### src/rtl/box_if.sv
// Bus between the CPU-side master and the box scratch store.
// The master drives enables, address and write data; the box returns the
// registered read result and its one-cycle valid flag.
interface box_if #(
    parameter int DATA_W = 8,
    parameter int ADDR_W = 2
);
    logic              read_enable;
    logic              write_enable;
    logic [DATA_W-1:0] write_data;
    logic [ADDR_W-1:0] address;
    logic [DATA_W-1:0] read_data;
    logic              read_active;

    modport master (
        output read_enable,
        output write_enable,
        output write_data,
        output address,
        input  read_data,
        input  read_active
    );

    modport slave (
        input  read_enable,
        input  write_enable,
        input  write_data,
        input  address,
        output read_data,
        output read_active
    );
endinterface

### src/rtl/box.sv
// box: 2**ADDR_W x DATA_W scratch/config register file with one shared
// address, synchronous write and a registered read with a one-cycle
// read_active flag.
//
// Optional build macro BOX_READ_BYPASS_EN: a read and write in the same
// cycle (necessarily the same address) return the incoming write data
// (write-first). Without it the read returns the stored word from before
// the write (read-first).
module box #(
    parameter int DATA_W = 8,
    parameter int ADDR_W = 2
) (
    input logic   clk,
    input logic   rst,
    box_if.slave  bus
);
    localparam int DEPTH = 1 << ADDR_W;

    logic [DATA_W-1:0] mem_q [DEPTH];
    logic [DATA_W-1:0] mem_d [DEPTH];
    logic [DATA_W-1:0] read_data_q;
    logic [DATA_W-1:0] read_data_d;
    logic              read_active_q;
    logic              read_active_d;

    // Next-state: write lands in the addressed word, read samples it.
    always_comb begin
        mem_d         = mem_q;
        read_data_d   = read_data_q;
        read_active_d = bus.read_enable;

        if (bus.read_enable) begin
`ifdef BOX_READ_BYPASS_EN
            // Address is shared, so any concurrent write targets this word.
            if (bus.write_enable) begin
                read_data_d = bus.write_data;
            end else begin
                read_data_d = mem_q[bus.address];
            end
`else
            read_data_d = mem_q[bus.address];
`endif
        end

        if (bus.write_enable) begin
            mem_d[bus.address] = bus.write_data;
        end
    end

    // State registers; reset clears everything and drops any same-cycle access.
    always_ff @(posedge clk) begin
        if (rst) begin
            for (int i = 0; i < DEPTH; i++) begin
                mem_q[i] <= '0;
            end
            read_data_q   <= '0;
            read_active_q <= 1'b0;
        end else begin
            mem_q         <= mem_d;
            read_data_q   <= read_data_d;
            read_active_q <= read_active_d;
        end
    end

    assign bus.read_data   = read_data_q;
    assign bus.read_active = read_active_q;
endmodule

### src/flat_wrapper.sv
// flat-port wrapper written by rule: the top's interface ports become plain ports
module box_flat 
#(
    parameter int DATA_W = 8,
    parameter int ADDR_W = 2
)
  (clk, rst, bus_read_enable, bus_write_enable, bus_write_data, bus_address, bus_read_data, bus_read_active);
  box_if #(.DATA_W(DATA_W), .ADDR_W(ADDR_W)) bus_i ();
  input logic clk;
  input logic rst;
  input wire logic [$bits(bus_i.read_enable)-1:0] bus_read_enable;
  input wire logic [$bits(bus_i.write_enable)-1:0] bus_write_enable;
  input wire logic [$bits(bus_i.write_data)-1:0] bus_write_data;
  input wire logic [$bits(bus_i.address)-1:0] bus_address;
  output wire logic [$bits(bus_i.read_data)-1:0] bus_read_data;
  output wire logic [$bits(bus_i.read_active)-1:0] bus_read_active;
  assign bus_i.read_enable = bus_read_enable;
  assign bus_i.write_enable = bus_write_enable;
  assign bus_i.write_data = bus_write_data;
  assign bus_i.address = bus_address;
  assign bus_read_data = bus_i.read_data;
  assign bus_read_active = bus_i.read_active;
  box #(.DATA_W(DATA_W), .ADDR_W(ADDR_W)) u_core (.clk(clk), .rst(rst), .bus(bus_i));
endmodule
### config.mk
export PLATFORM = sky130hd
export DESIGN_NAME = box_flat
export DESIGN_NICKNAME = d
export VERILOG_FILES = /design/src/rtl/box_if.sv /design/src/rtl/box.sv /design/src/flat_wrapper.sv
export SDC_FILE = /design/constraint.sdc
export NUM_CORES = 1
export LEC_CHECK = 0
export BUFFER_PORTS_ARGS = -buffer_cell sky130_fd_sc_hd__clkbuf_2
export CORE_MARGIN = 2
export CORE_UTILIZATION = 55
export CTS_CLUSTER_SIZE = 28
export DETAILED_ROUTE_END_ITERATION = 10
export GPL_TIMING_DRIVEN = 1
export PLACE_DENSITY = 0.77
export SYNTH_ARGS = -nofsm -noshare
export SYNTH_HDL_FRONTEND = slang
export SYNTH_SLANG_ARGS = --single-unit
### constraint.sdc
create_clock -name clk -period 1.3 [get_ports clk]
set_input_delay 0.26 -clock clk [delete_from_list [all_inputs] [get_ports clk]]
set_output_delay 0.26 -clock clk [all_outputs]
set_load 0.02 [all_outputs]
==> metrics.txt <==
# TYPE chip_impl_metric gauge
chip_impl_metric{name="maxClockFrequency",unit="MHz"} 881
chip_impl_metric{name="post_synthesis_sequential_element_count",unit=""} 41
chip_impl_info{name="critical_path_class",value="register to register"} 1
chip_impl_info{name="hold_path.startpoint",value="bus_write_data[0]"} 1
chip_impl_metric{name="timing.setup.tns",unit="ps"} 0
chip_impl_metric{name="post-place-cells",unit=""} 201
chip_impl_metric{name="finish.net_count",unit=""} 191
chip_impl_metric{name="antennaDiodeCount",unit=""} 0
chip_impl_metric{name="ff2ff_path_depth",unit=""} 3
chip_impl_metric{name="numPortBuffers",unit=""} 22
chip_impl_metric{name="part_of_the_cycle_the_worst_path_needs",unit="%"} 87.3
chip_impl_metric{name="place.detailed.hpwl",unit="microns"} 2340
chip_impl_info{name="timing.hold.worst.class",value="input port to register"} 1
chip_impl_metric{name="hold_buffers",unit=""} 0
chip_impl_metric{name="final.hold.worst_slack",unit="ps"} 201
chip_impl_metric{name="layoutNonFillerInstCount",unit=""} 209
chip_impl_metric{name="global_route.overflow_total",unit=""} 0
chip_impl_metric{name="cap_violations",unit=""} 0
chip_impl_metric{name="post_dp_area",unit="sq um"} 1880
chip_impl_metric{name="syn-instance-count",unit=""} 144
chip_impl_metric{name="final_critical_path_setup_slack",unit="ps"} 165
chip_impl_metric{name="timing.final.setup_violations",unit=""} 0
chip_impl_metric{name="worst_setup_hold_path_clk_slew",unit="ps"} 120
chip_impl_metric{name="num_vias",unit=""} 1141
chip_impl_metric{name="routed_wl",unit="microns"} 3300
chip_impl_metric{name="wl_per_cell",unit="microns"} 15.8
chip_impl_metric{name="initial_utilization",unit="%"} 59.1
chip_impl_metric{name="first_global_vias",unit=""} 1223
chip_impl_metric{name="floorplan.die.width",unit="microns"} 58.9
chip_impl_metric{name="cts.htree.levels",unit=""} 2
chip_impl_metric{name="summed_area_of_non_filler_cells_in_the_final_layout",unit="sq um"} 1950
chip_impl_info{name="layout.cells.most_common_list",value="dfxtp_1, mux2i_1, nor2_1"} 1
chip_impl_metric{name="final-max-slew-violation-count",unit=""} 0
chip_impl_info{name="failed_checks",value="DRC"} 1
chip_impl_metric{name="post_route_cells_drive_above_1_share",unit="%"} 28.7
chip_impl_metric{name="clkLatencyLatePin",unit="ps"} 340
chip_impl_metric{name="drt-initial-drc-count",unit=""} 52
chip_impl_metric{name="final.setup_skew",unit="ps"} 8.20
chip_impl_metric{name="synthesis.nets",unit=""} 158
chip_impl_info{name="worstSetupStartpointType",value="register"} 1
chip_impl_metric{name="placement.setup.worst_slack",unit="ps"} -178
chip_impl_metric{name="via_per_inst",unit=""} 5.46
chip_impl_metric{name="drc",unit=""} 4
chip_impl_metric{name="syn-mean-instance-area",unit="sq um"} 11.5
chip_impl_metric{name="yosys.cell_types.count",unit=""} 13
chip_impl_info{name="r2r-start",value="u_core.mem_q[19]"} 1
chip_impl_metric{name="irDropWorstVdd",unit="uV"} 932
chip_impl_metric{name="die-area",unit="sq um"} 3470
chip_impl_info{name="cts_tree",value="done"} 1
chip_impl_metric{name="routabilityCongestion",unit=""} 0.728
chip_impl_metric{name="grt_first_pass_wirelength",unit="microns"} 5670
chip_impl_metric{name="cp.arrival",unit="ps"} 1370
chip_impl_metric{name="cts_inserted_buffers",unit=""} 5
chip_impl_info{name="whs_endpoint",value="u_core.mem_q[24]"} 1
chip_impl_metric{name="cts_buffer_depth",unit=""} 2
chip_impl_metric{name="slew_headroom",unit="%"} 78.7
chip_impl_metric{name="cts_resized",unit=""} 0
chip_impl_info{name="clock_tree.root_cell",value="clkbuf_4"} 1
chip_impl_metric{name="final_period_minus_worst_setup_slack",unit="ps"} 1130
chip_impl_metric{name="cts_setup_buffers",unit=""} 0
chip_impl_metric{name="tritoncts_num_sinks",unit=""} 41
chip_impl_metric{name="final-hold-violation-count",unit=""} 0
chip_impl_metric{name="worst-r2r-setup-slack",unit="ps"} 170
chip_impl_metric{name="antenna_found_initial",unit=""} 0
chip_impl_info{name="mostFrequentLayoutCell",value="dfxtp_1"} 1
chip_impl_metric{name="grt_start_max_net_pins",unit=""} 42
chip_impl_info{name="outcome",value="finished, violations left"} 1
chip_impl_info{name="worst_setup_path_end_kind",value="register"} 1
chip_impl_metric{name="p_leak",unit="uW"} 0.000969
chip_impl_metric{name="power_per_cell_area",unit="nW/um^2"} 1170
chip_impl_metric{name="fp-row-count",unit=""} 19
chip_impl_info{name="rr_endpoint",value="u_core.bus.read_data[3]"} 1
chip_impl_info{name="grt_setup_unrepaired",value="no"} 1
chip_impl_metric{name="dieHeight",unit="microns"} 58.9
chip_impl_metric{name="synth.yosys.seq_area_share",unit="%"} 49.5
chip_impl_metric{name="cp.required",unit="ps"} 1540
chip_impl_metric{name="post_synth_instance_area",unit="sq um"} 1660
chip_impl_metric{name="drtAntennaViolNets",unit=""} 0
chip_impl_info{name="critPathLaunch",value="u_core.mem_q[19]"} 1
chip_impl_metric{name="timing.hold.worst_path_depth",unit=""} 3
chip_impl_metric{name="synth.yosys.warnings",unit=""} 0
chip_impl_metric{name="globalRouteTotalUtil",unit="%"} 21.9
chip_impl_metric{name="area_growth",unit="%"} 17.5
chip_impl_metric{name="pin_count",unit=""} 23
chip_impl_metric{name="drt-pass1-iter-count",unit=""} 7
chip_impl_metric{name="core_area",unit="sq um"} 2810
chip_impl_metric{name="worst_pin_slew",unit="ps"} 320
chip_impl_metric{name="path_max_fanout",unit=""} 2
## report_power, final
part / internal [uW] / leakage (uW) / total, uW / switching (uW)
clock network: 314 / 0.0000413 / 705 / 392
logic: 124 / 0.000595 / 249 / 125
registers: 1300 / 0.000333 / 1320 / 20.4
## routing by layer
| metal | vias up | part of all wire (%) | global-route usage, % |
|---|---|---|---|
| met5 | - | 0 | 0 |
| met4 | 0 | 1.2 | 5.84 |
| met3 | 6 | 4.4 | 6.59 |
| met2 | 26 | 51 | 37.8 |
| met1 | 542 | 43 | 26.4 |
| li1 | 567 | - | - |
## Yosys cell counts (all sizes together)
cell type,count,share of area (%)
nor3b,1,0.45
dfxtp,41,50
buf,6,2.6
nand3b,2,0.91
clkbuf,4,0.91
nand3,1,0.60
nor2b,1,0.38
nor2,40,9.1
mux2i,40,24
mux4,8,11
## registers in the layout, indices dropped and copies added, names as in the netlist
register                flops
u_core.bus.read_active      1
u_core.bus.read_data        8
u_core.mem_q               32
## per-stage QoR
stage / util, % / power (uW)
4_1_cts: 69.4 / 2290
6_report: 69.4 / 2270
2_1_floorplan: - / 1490
5_1_grt: 69.4 / 2370
3_5_place_dp: 66.9 / 1590
3_3_place_gp: 66.9 / 1580
## worst max-delay path: stages (launching register included)
cell and delay, ps:
dfxtp_1 330, mux4_1 500, mux2i_1 160, nor2_1 50
## layout make-up
class	count	area [sq um]
Clock inverter	1	5.00
Tap cell	31	38.8
Fill cell	235	858
Sequential cell	41	821
Multi-Input combinational cell	93	777
Timing Repair Buffer	36	240
Clock buffer	7	65.1
## cell families (layout without fill, tap and decap cells)
family / Yosys count / in the layout / synth area share, %
multiplexers: 48 / 48 / 35.5
AND/OR/NAND/NOR: 45 / 45 / 11.4
buffers and inverters: 10 / 44 / 3.55
flip-flops: 41 / 41 / 49.5
## worst max-delay path by stage
| stage | to | slack [ps] | cells after the start |
|---|---|---|---|
| floorplan | u_core.bus.read_data[0] | 120 | 4 |
| finish | u_core.bus.read_data[3] | 170 | 3 |
| global route | bus_read_data[6] | 100 | 1 |
| detailed placement | u_core.bus.read_data[5] | -180 | 5 |
| global placement | u_core.bus.read_data[4] | -100 | 5 |
| CTS | bus_read_data[6] | 150 | 1 |
Note: power is estimated with default switching activity, not from simulation.
